===== src/rtl/alu_responder.sv =====
// alu_responder: valid/ready wrapper staging requests through one alu into an in-order response queue.
// Rev 1.0. Optional response statistics are enabled by defining ALU_RESPONDER_STATS_EN.
`default_nettype none

package alu_types_pkg;
  typedef enum logic [3:0] {
    ALU_AND = 4'b0000,
    ALU_OR  = 4'b0001,
    ALU_ADD = 4'b0010,
    ALU_SUB = 4'b0110,
    ALU_SLT = 4'b0111,
    ALU_NOR = 4'b1100
  } alu_control_t;
endpackage

module alu #(
  parameter int N = 32
) (
  input  logic [N-1:0]                in_a,
  input  logic [N-1:0]                in_b,
  input  alu_types_pkg::alu_control_t control,
  output logic [N-1:0]                out,
  output logic                        overflow,
  output logic                        outputs_zero,
  output logic                        inputs_equal
);
  import alu_types_pkg::*;

  logic [N-1:0] sum, diff;
  assign sum  = in_a + in_b;
  assign diff = in_a - in_b;

  always_comb begin
    out      = '0;
    overflow = 1'b0;
    case (control)
      ALU_AND: out = in_a & in_b;
      ALU_OR:  out = in_a | in_b;
      ALU_ADD: begin
        out      = sum;
        overflow = (in_a[N-1] == in_b[N-1]) && (sum[N-1] != in_a[N-1]);
      end
      ALU_SUB: begin
        out      = diff;
        overflow = (in_a[N-1] != in_b[N-1]) && (diff[N-1] != in_a[N-1]);
      end
      ALU_SLT: out = {{(N-1){1'b0}}, ($signed(in_a) < $signed(in_b))};
      ALU_NOR: out = ~(in_a | in_b);
      default: out = '0;
    endcase
  end

  assign outputs_zero = (out == '0);
  assign inputs_equal = (in_a == in_b);
endmodule

module alu_responder #(
  parameter int N         = 32,
  parameter int TAG_W     = 4,
  parameter int RSP_DEPTH = 2
) (
  input  logic                        clk,
  input  logic                        rst_n,
  input  logic                        flush,
  input  logic                        req_valid,
  output logic                        req_ready,
  input  logic [N-1:0]                req_a,
  input  logic [N-1:0]                req_b,
  input  alu_types_pkg::alu_control_t req_op,
  input  logic [TAG_W-1:0]            req_tag,
  output logic                        rsp_valid,
  input  logic                        rsp_ready,
  output logic [N-1:0]                rsp_result,
  output logic                        rsp_overflow,
  output logic                        rsp_zero,
  output logic                        rsp_equal,
  output logic [TAG_W-1:0]            rsp_tag,
  output logic [31:0]                 stat_rsp_count,
  output logic [31:0]                 stat_ovf_count
);
  import alu_types_pkg::*;

  localparam int PTR_W = $clog2(RSP_DEPTH);
  localparam int CNT_W = $clog2(RSP_DEPTH + 1);
  localparam logic [CNT_W-1:0] DEPTH_C = CNT_W'(RSP_DEPTH);

  logic [N-1:0]     a_q, b_q;
  alu_control_t     op_q;
  logic [TAG_W-1:0] tag_q;
  logic             stage_valid_q, stage_valid_d;

  logic [N-1:0]     res_mem_q [RSP_DEPTH];
  logic [TAG_W-1:0] tag_mem_q [RSP_DEPTH];
  logic [RSP_DEPTH-1:0] ovf_mem_q, zero_mem_q, eq_mem_q;
  logic [PTR_W-1:0] wr_ptr_q, wr_ptr_d, rd_ptr_q, rd_ptr_d;
  logic [CNT_W-1:0] count_q, count_d;

  logic [N-1:0] alu_out;
  logic         alu_ovf, alu_zero, alu_eq;
  logic         pop, advance, push, accept;

  alu #(.N(N)) u_alu (
    .in_a        (a_q),
    .in_b        (b_q),
    .control     (op_q),
    .out         (alu_out),
    .overflow    (alu_ovf),
    .outputs_zero(alu_zero),
    .inputs_equal(alu_eq)
  );

  assign rsp_valid    = (count_q != '0);
  assign rsp_result   = res_mem_q[rd_ptr_q];
  assign rsp_tag      = tag_mem_q[rd_ptr_q];
  assign rsp_overflow = ovf_mem_q[rd_ptr_q];
  assign rsp_zero     = zero_mem_q[rd_ptr_q];
  assign rsp_equal    = eq_mem_q[rd_ptr_q];

  // A pop frees a slot on the same edge, so a full queue still lets the stage drain.
  assign pop       = rsp_valid && rsp_ready;
  assign advance   = stage_valid_q && ((count_q < DEPTH_C) || pop);
  assign push      = advance && !flush;
  assign req_ready = !flush && (!stage_valid_q || advance);
  assign accept    = req_valid && req_ready;

  always_comb begin
    stage_valid_d = stage_valid_q;
    count_d       = count_q;
    wr_ptr_d      = wr_ptr_q;
    rd_ptr_d      = rd_ptr_q;
    if (flush) begin
      stage_valid_d = 1'b0;
      count_d       = '0;
      wr_ptr_d      = '0;
      rd_ptr_d      = '0;
    end else begin
      if (accept)       stage_valid_d = 1'b1;
      else if (advance) stage_valid_d = 1'b0;
      if (push) wr_ptr_d = wr_ptr_q + PTR_W'(1);
      if (pop)  rd_ptr_d = rd_ptr_q + PTR_W'(1);
      if (push && !pop)      count_d = count_q + CNT_W'(1);
      else if (pop && !push) count_d = count_q - CNT_W'(1);
    end
  end

  always_ff @(posedge clk or negedge rst_n) begin
    if (!rst_n) begin
      a_q           <= '0;
      b_q           <= '0;
      op_q          <= ALU_AND;
      tag_q         <= '0;
      stage_valid_q <= 1'b0;
      count_q       <= '0;
      wr_ptr_q      <= '0;
      rd_ptr_q      <= '0;
      ovf_mem_q     <= '0;
      zero_mem_q    <= '0;
      eq_mem_q      <= '0;
      for (int i = 0; i < RSP_DEPTH; i++) begin
        res_mem_q[i] <= '0;
        tag_mem_q[i] <= '0;
      end
    end else begin
      stage_valid_q <= stage_valid_d;
      count_q       <= count_d;
      wr_ptr_q      <= wr_ptr_d;
      rd_ptr_q      <= rd_ptr_d;
      if (accept) begin
        a_q   <= req_a;
        b_q   <= req_b;
        op_q  <= req_op;
        tag_q <= req_tag;
      end
      if (push) begin
        res_mem_q[wr_ptr_q]  <= alu_out;
        tag_mem_q[wr_ptr_q]  <= tag_q;
        ovf_mem_q[wr_ptr_q]  <= alu_ovf;
        zero_mem_q[wr_ptr_q] <= alu_zero;
        eq_mem_q[wr_ptr_q]   <= alu_eq;
      end
    end
  end

`ifdef ALU_RESPONDER_STATS_EN
  logic [31:0] stat_rsp_q, stat_ovf_q;

  // Flush takes precedence over a coincident pop, so that pop is not counted.
  always_ff @(posedge clk or negedge rst_n) begin
    if (!rst_n) begin
      stat_rsp_q <= '0;
      stat_ovf_q <= '0;
    end else if (pop && !flush) begin
      stat_rsp_q <= stat_rsp_q + 32'd1;
      if (rsp_overflow) stat_ovf_q <= stat_ovf_q + 32'd1;
    end
  end

  assign stat_rsp_count = stat_rsp_q;
  assign stat_ovf_count = stat_ovf_q;
`else
  assign stat_rsp_count = '0;
  assign stat_ovf_count = '0;
`endif
endmodule

`default_nettype wire

===== config.mk =====
export PLATFORM = sky130hd
export DESIGN_NAME = alu_responder
export DESIGN_NICKNAME = d
export VERILOG_FILES = /design/src/rtl/alu_responder.sv
export SDC_FILE = /design/constraint.sdc
export NUM_CORES = 1
export LEC_CHECK = 0
export BUFFER_PORTS_ARGS = -buffer_cell sky130_fd_sc_hd__buf_2
export CORE_ASPECT_RATIO = 1.25
export CORE_MARGIN = 2
export CORE_UTILIZATION = 45
export DETAILED_ROUTE_END_ITERATION = 8
export GPL_TIMING_DRIVEN = 0
export PLACE_DENSITY = 0.68
export REMOVE_ABC_BUFFERS = 1
export SLEW_MARGIN = 20
export SYNTH_ARGS = -nofsm -noshare
export SYNTH_HDL_FRONTEND = slang
export SYNTH_SLANG_ARGS = --single-unit
export TNS_END_PERCENT = 50

===== constraint.sdc =====
create_clock -name clk -period 9.3 [get_ports clk]
set_clock_uncertainty 0.1 [all_clocks]
set_input_delay 0.93 -clock clk [delete_from_list [all_inputs] [get_ports clk]]
set_output_delay 0.93 -clock clk [all_outputs]
set_load 0.05 [all_outputs]

==> results of run 1 <==
==> worst register-to-register path: stages (launching register included) <==
cell and delay [ns]:
sky130_fd_sc_hd__dfrtp_1 0.41, sky130_fd_sc_hd__inv_1 0.06, sky130_fd_sc_hd__ha_1 0.42, sky130_fd_sc_hd__and2_1 0.24
sky130_fd_sc_hd__a221oi_2 0.47, sky130_fd_sc_hd__a211oi_1 0.29, sky130_fd_sc_hd__o41ai_2 0.62, sky130_fd_sc_hd__o21ai_0 0.24
sky130_fd_sc_hd__a2111oi_2 0.86, sky130_fd_sc_hd__nand2b_4 0.07, sky130_fd_sc_hd__nor4_2 0.30, sky130_fd_sc_hd__nand4b_1 0.17
sky130_fd_sc_hd__o41ai_1 0.33
==> report_power, final <==
group          leakage [nW]  total (mW)  switching [mW]  internal (mW)
Sequential             1.93       0.956           0.122          0.834
Clock                 0.282       0.703           0.341          0.362
Combinational          4.28        1.64            1.09          0.548
Total                  6.50        3.30            1.56           1.74
==> cells by family (layout without fill, tap and decap cells) <==
logic type | after synthesis | count (layout) | share of synthesized area, %
adders and majority gates | 107 | 107 | 10.8
AOI/OAI and AO/OA | 395 | 395 | 21.5
muxes | 138 | 138 | 12.3
and+or+nand+nor | 389 | 389 | 14.5
DFF | 155 | 155 | 30.9
other | 1 | 64 | 0.0299
xor gates and xnor gates | 8 | 8 | 0.558
buffers and inverters | 245 | 266 | 9.42
==> cells in the mapped netlist (all sizes together) (9+ instances only) <==
| cell | count |
|---|---|
| ha | 105 |
| nand3 | 23 |
| a21o | 12 |
| o22a | 11 |
| clkbuf | 59 |
| a31oi | 12 |
| a22oi | 37 |
| nor4 | 20 |
| o21ai | 83 |
| buf | 85 |
| dfrtp | 155 |
| nor2b | 9 |
| and3 | 9 |
| nor2 | 86 |
| nor3 | 24 |
| o31ai | 15 |
| mux2 | 133 |
| a211oi | 13 |
| nand2 | 162 |
| inv | 100 |
| nand2b | 10 |
| a21oi | 90 |
| o22ai | 25 |
==> registers in the layout, indices dropped and copies added, names as in the netlist <==
register / flops
res_mem_q: 64
a_q: 32
b_q: 32
tag_mem_q: 8
op_q: 4
tag_q: 4
count_q: 2
eq_mem_q: 2
ovf_mem_q: 2
zero_mem_q: 2
rd_ptr_q: 1
stage_valid_q: 1
wr_ptr_q: 1
==> metal layers <==
metal	vias up	routed length, um	share of wire [%]	track usage (%)
met3	69	1920	5.3	3.09
met4	0	923	2.6	7.90
met2	426	17200	48	41.0
met1	5277	16000	44	32.8
li1	5188	-	-	-
met5	-	0	0	0
==> metrics by stage <==
stage	setup TNS [ns]	cell area (um^2)	setup slack [ns]	instances
final	0	13900	4.61	1872
after global routing	0	13900	4.34	1872
after CTS	0	13900	4.67	1872
after detailed placement	0	13300	4.73	1840
after global placement	-1.99	13000	-0.744	1824
after floorplan	0	12000	3.71	1357
==> layout make-up <==
class / instances / area (um^2)
multi-input combinational: 1101 / 7770
sequential: 155 / 3880
fill: 2662 / 13700
clock buffer: 17 / 425
timing repair buffer: 133 / 828
tap: 350 / 438
clock inverter: 15 / 175
inverter: 101 / 379
==> how the worst max path moves through the flow <==
stage | startpoint | endpoint | slack (ns)
after floorplan | op_q[1] | zero_mem_q[1] | 3.71
after global placement | op_q[1] | zero_mem_q[1] | -0.74
after detailed placement | a_q[4] | zero_mem_q[1] | 4.73
after CTS | a_q[4] | zero_mem_q[1] | 4.67
after global routing | b_q[0] | zero_mem_q[0] | 4.34
final | a_q[4] | zero_mem_q[1] | 4.61
==> impl.org, run 1 <==
** Run status
- Outcome :: complete, no violations

** Route
- After detailed routing, the number of vias per cell comes to 5.85.
- WL/cell :: 19.2 um
- The final route contains 11000 vias.
- The first TritonRoute pass finished after 5 iterations.
- Number of DRC markers after the initial detailed-route iteration :: 948
- Total length of routed wires :: 36000 um
- After detailed routing, the number of remaining DRC violations is 0.
- Number of nets with antenna violations after routing :: 0

** Floorplan
- Height of the die :: 191 um
- Std-Cell Core Area :: 0.0276 mm^2
- Number of cell rows :: 68
- The die is 153 um wide.
- 182 I/O pins were placed.
- For this configuration, the core starts out at a cell density of 45.5%.
- The die covers 0.0293 mm^2.

** Layout
- The library cell used most frequently in the layout, excluding fill and tap cells, is sky130_fd_sc_hd__nand2_1.
- Highest-count cells in the layout ignoring fill and taps :: 159 x sky130_fd_sc_hd__nand2_1, 152 x sky130_fd_sc_hd__dfrtp_1, 133 x sky130_fd_sc_hd__mux2_2
- After the last flow step, the layout net total stands at 1693.
- Compared with the post-synthesis result, the final layout area differs by 10.7%.
- In the final layout, the share of cells above drive strength 1 is 22.2%.
- Cells fill 50.4% of the core in the end.
- Antenna cell count :: 0

** Critical path
- Data required time of the critical path :: 9.53 ns
- In this design, the stage delay of the slowest critical-path cell is 0.86 ns.
- The worst setup path is captured at a flip-flop.
- The slowest stage of the critical path belongs to the cell sky130_fd_sc_hd__a2111oi_2.
- The number of cells on the worst reg-to-reg path is 12.
- Data on the critical path arrives at its endpoint at 4.92 ns.
- The critical path is of the flip-flop to flip-flop type.
- In this run the number of cells on the critical path is 12.
- In this design, the largest share of critical-path delay is due to compound AO/OA/AOI/OAI gates.
- In this run the worst path has a maximum fanout of 8.
- Critical Path Source Type :: flip-flop
- Critical path, cell by cell :: inv_1 -> ha_1 -> and2_1 -> a221oi_2 -> a211oi_1 -> o41ai_2 -> o21ai_0 -> a2111oi_2 -> nand2b_4 -> nor4_2 -> nand4b_1 -> o41ai_1
- Counting both buffers and inverters, the worst setup path holds a total of 1.
- In this run the critical register-to-register path is launched from a_q[4].
- Capture point of the worst reg-to-reg path :: zero_mem_q[1]
- Slack of the worst reg-to-reg path :: 4.61 ns

** Pwr
- Leak pwr :: 6.50 nW
- Total power for the finished layout comes to 3.30 mW.
- Peak ir drop on the vdd network :: 0.000127 V
- Power density over cell area :: 237 mW/mm^2

** CTS
- The number of hold buffers added after CTS was 0.
- Counting along the longest clock path gives a buffer depth of 2.
- Clock sink count :: 155
- Clock Pin Slew Worst Setup and Hold Paths :: 0.07 ns
- Post-CTS setup repair buffer count :: 0
- The H-tree generated during clock tree synthesis spans 4 levels.
- Clock insertion delay at the later pin of the skew report :: 0.44 ns
- Root Buffer Master :: sky130_fd_sc_hd__clkbuf_16
- TritonCTS built the clock tree.
- CTS Buf Count :: 17
- Gates resized during post-CTS repair numbered 0.

** Logic synthesis
- Fraction of synthesized cell area taken by the top area cell type :: 30.9%
- The most used flip-flop cell after synthesis is sky130_fd_sc_hd__dfrtp_1.
- Flop and latch count out of synthesis :: 155
- Synth async-reset ratio :: 100%
- Yosys mapped a number of flops with a built-in enable equal to 0.
- Number of cells produced by synthesis :: 1438
- Summing every instance area after synthesis gives 0.0126 mm^2.
- Number of warnings printed during yosys synthesis :: 0
- Biggest area contributors in the synthesized netlist :: sky130_fd_sc_hd__dfrtp_1 31%, sky130_fd_sc_hd__mux2_2 12%, sky130_fd_sc_hd__ha_1 10%, sky130_fd_sc_hd__nand2_1 4.8%, sky130_fd_sc_hd__buf_4 3.9%
- Sequential cell area fraction in the yosys report :: 30.9%
- Averaged over all synthesized cells, the footprint is 8.73 um^2.
- Number of distinct standard cells referenced by the synthesized netlist :: 89
- The biggest area contributor in the post-synthesis netlist is sky130_fd_sc_hd__dfrtp_1.

** Place
- Once detailed placement completed, the half-perimeter wirelength came to 26700 um.
- Port buffering added 117 buffers.
- Routability-driven placement finished with a final weighted congestion of 0.945.

** Global route
- Vias in the first global route :: 10400
- After global routing the overflow that remains totals 0.
- The number of antenna violations at the first check in global routing is 0.
- Total Routing Usage GR :: 24.4%
- Pin count of the biggest net entering global routing :: 102
- The first global-routing pass estimated 57400 um of wire.

** STA
- Minimum clock period :: 4.69 ns
- The final hold violation count is 0.
- The number of pins with negative max-slew slack in the final report came to 0.
- Setup violations remaining at the end of the flow were counted as 0.
- Max-slew headroom :: 39.4%
- At the pin with the least slew margin, the transition time is 0.908 ns.
- The final critical path takes up 50.4% of the cycle.
- Setup repair after global routing left no endpoint under its margin.
- Post-Route Hold Slack :: 0.284 ns
- Static timing analysis puts the maximum clock frequency at 0.213 GHz.

** Job
- Across the run, the number of max-cap violations was 0.

** Worst hold path
- The tightest min-delay check is of the input pin to asynchronous set/reset pin type.
Power figures use the tool's default switching activity.
==> run 2: changes to the inputs <==
==> constraint.sdc (replaced) <==
create_clock -name clk -period 4.4 [get_ports clk]
set_clock_uncertainty 0.1 [all_clocks]
set_input_delay 0.44 -clock clk [delete_from_list [all_inputs] [get_ports clk]]
set_output_delay 0.44 -clock clk [all_outputs]
set_load 0.05 [all_outputs]
==> run 2 against run 1 <==
  * Design area increased by 2.1%
  * Register-to-register slack got worse by 4.5 ns
  * Largest power group unchanged
  * Cell count increased by 0.32%
  * Critical endpoint unchanged
  * Clock power up 110%
==> impl.org, run 2 (same netlist as run 1, synthesis figures left out) <==
** Run status
- Outcome :: complete, no violations

** Place
- The HPWL after detailed placement is 26700 um.
- Routability-driven placement finished with a final weighted congestion of 0.945.
- Timing analysis after detailed placement gives a worst setup slack of -0.171 ns.
- Input and output buffers added on the ports amount to 117.
- In this run the cell area measured after placement is 0.0133 mm^2.

** Critical path
- The worst setup path is captured at a flip-flop.
- On the critical path, the stage with the largest delay is an instance of sky130_fd_sc_hd__dfrtp_1.
- The worst setup path is launched from a flip-flop.
- STA puts the critical path data arrival time at 4.49 ns.
- Together, buffers and inverters on the worst path number 2.
- The critical path goes through ha_1 -> inv_1 -> fa_1 -> nand2b_1 -> a2111oi_4 -> buf_4 -> o21ai_2 -> o21bai_1 -> a21o_1 -> a41oi_4 -> o41ai_2 -> o21a_1 -> o21ai_1 -> or2_2 -> o41ai_1.
- Data required time of the critical path :: 4.63 ns
- Type of the worst setup path :: flip-flop to flip-flop
- Critical path's top delay family :: compound AO/OA/AOI/OAI gates
- The largest single stage delay on the critical path is 0.43 ns.
- Of all nets on the critical path, the largest fanout is 5.

** STA
- Adding up every negative setup slack in the final design gives 0 ns.
- Setup violations remaining at the end of the flow were counted as 0.
- In the finished design, the share of the clock period the worst path needs comes to 96.8%.
- The number of pins with negative max-slew slack in the final report came to 0.
- Maximum clock frequency :: 0.235 GHz
- At the pin with the least slew margin, the transition time is 0.788 ns.
- The worst path in the final design needs a cycle of 4.26 ns, including I/O delays and setup.
- Once routing completed, OpenROAD measured the worst setup slack at 0.141 ns.
- The tightest hold path in the finished design has a slack of 0.120 ns.
- Headroom to the max-slew limit came out at 47.5%.
- Final hold viol count :: 0

** Floorplan
- Die Width :: 153 um
- Top Ports :: 182
- Starting density of the core :: 45.5%
- Area of the die :: 0.0293 mm^2
- Measured along the y axis, the die boundary spans 191 um.
- The core region is 0.0276 mm^2.
- Number of cell rows :: 68

** Global route
- Total Routing Usage GR :: 24.5%
- The number of antenna violations at the first check in global routing is 0.
- Pin count of the biggest net entering global routing :: 102
- For this run the aggregate overflow at the end of global routing stands at 0.
- The number of global-route vias before repair is 10500.
- First-pass GRT wire length :: 57500 um

** Layout
- More flip-flops sit in one register than any other, and that register is res_mem_q.
- The post-route netlist has 24.1% of its cells at a drive strength greater than 1.
- Fill cells :: 2645
- The register with the most flip-flops in the layout has 64 of them.
- The library cell used most frequently in the layout, excluding fill and tap cells, is sky130_fd_sc_hd__nand2_1.
- Antenna cell count :: 0
- The largest registers in the layout are res_mem_q x64, a_q x32, b_q x32.
- After routing the design area is 0.0142 mm^2.
- Syn-to-layout area delta :: 13.0%
- In the layout the commonest cells are 159 x sky130_fd_sc_hd__nand2_1, 151 x sky130_fd_sc_hd__dfrtp_1, 133 x sky130_fd_sc_hd__mux2_2.
- At the end of the flow the core is filled with cells to 51.5%.
- The net count of the finished layout is 1699.

** Pwr
- Peak ir drop on the vdd network :: 0.000275 V
- In this run the static leakage power is 6.57 nW.
- Design internal power :: 3.75 mW
- The clock network burns 20.9% of the power.
- Power spread over the standard cell area amounts to 502 mW/mm^2.
- Proportion of total power due to net switching :: 47.4%
- Of the total power, combinational logic draws 50.7%.
- Sequential cells account for 28.4% of the total power.
- Switching component of the power :: 3.37 mW

** Route
- After the first detailed-routing iteration, the DRC count stood at 863.
- Drt first pass iters :: 6
- For this run, design rule violations remaining after detail routing come to 0.
- After detailed routing, the total wire length is 36700 um.
- After detailed routing, the average wire length per cell comes to 19.6 um.
- The detail route stage leaves a number of antenna-violating nets equal to 0.
- In the routed layout, each cell is associated on average with a via count of 5.91.
- The routed layout has 11100 vias.

** CTS
- Clock insertion delay at the later pin of the skew report :: 0.44 ns
- CTS tree :: done
- Number of buffers on the longest clock path :: 2
- Count of H-tree levels built during CTS :: 4
- Counting the buffers created by CTS gives 17.
- Root Buffer Master :: sky130_fd_sc_hd__clkbuf_16
- Clock Pin Slew Worst Setup and Hold Paths :: 0.07 ns
- Clock sink count :: 155

** Worst hold path
- The path class of the tightest hold or removal check is input pin to flip-flop.

** Job
- Max cap viols :: 0
[run 2: final timing paths]
| kind | from | to | slack, ns | depth (start not counted) |
|---|---|---|---|---|
| setup / recovery | b_q[0] | zero_mem_q[1] | 0.14 | 15 |
| hold / removal | req_b[10] | b_q[10] | 0.12 | 2 |
| setup reg to reg | b_q[0] | zero_mem_q[1] | 0.14 | 15 |
| hold reg to reg | tag_mem_q[4] | tag_mem_q[4] | 0.38 | 2 |
| max in group asynchronous | rst_n | rd_ptr_q | 2.95 | 3 |
| min in group asynchronous | rst_n | b_q[8] | 0.39 | 2 |
[run 2: layer usage]
layer / wire length (um) / GRT usage (%) / part of all wire [%]
met2: 17600 / 40.9 / 48
met5: 0 / 0 / 0
met4: 937 / 8.40 / 2.6
met3: 2080 / 3.48 / 5.7
met1: 16200 / 32.5 / 44
[run 2: repair_timing]
item | CTS | global route
hold buffers | 1 | 0
endpoints found under the setup margin | 2 | 3
endpoints found under the hold margin | 54 | 0
buffers inserted | 0 | 5
resized for setup | 8 | 29
pin swaps | 0 | 5
[run 2: worst register-to-register path: stages (launching register included)]
cell,delay (ns)
sky130_fd_sc_hd__dfrtp_1,0.43
sky130_fd_sc_hd__ha_1,0.20
sky130_fd_sc_hd__inv_1,0.07
sky130_fd_sc_hd__fa_1,0.38
sky130_fd_sc_hd__nand2b_1,0.22
sky130_fd_sc_hd__a2111oi_4,0.36
sky130_fd_sc_hd__buf_4,0.20
sky130_fd_sc_hd__o21ai_2,0.11
sky130_fd_sc_hd__o21bai_1,0.18
sky130_fd_sc_hd__a21o_1,0.30
sky130_fd_sc_hd__a41oi_4,0.22
sky130_fd_sc_hd__o41ai_2,0.39
sky130_fd_sc_hd__o21a_1,0.15
sky130_fd_sc_hd__o21ai_1,0.16
sky130_fd_sc_hd__or2_2,0.34
sky130_fd_sc_hd__o41ai_1,0.34
[run 2: power groups by stage]
stage | Clock [mW] | Combinational, mW | Sequential, mW
floorplan | 0 | 2.57 | 1.96
global placement | 0 | 3.35 | 2.03
detailed placement | 0 | 3.41 | 2.05
CTS | 1.52 | 3.46 | 2.02
global route | 1.58 | 3.89 | 2.07
finish | 1.49 | 3.61 | 2.02
[run 2: final cells by class]
cell class | instances | area [um^2] | area share [%]
Multi-Input combinational cell | 1101 | 7990 | 56.3
Sequential cell | 155 | 3890 | 27.4
Timing Repair Buffer | 139 | 896 | 6.32
Tap cell | 350 | 438 | 3.09
Clock buffer | 17 | 425 | 3.00
Inverter | 101 | 379 | 2.67
Clock inverter | 15 | 175 | 1.23
[run 2: through the flow]
stage / power [mW] / std cells
6_report: 7.12 / 1878
5_1_grt: 7.54 / 1878
4_1_cts: 7.00 / 1873
3_5_place_dp: 5.46 / 1840
3_3_place_gp: 5.37 / 1824
2_1_floorplan: 4.53 / 1357
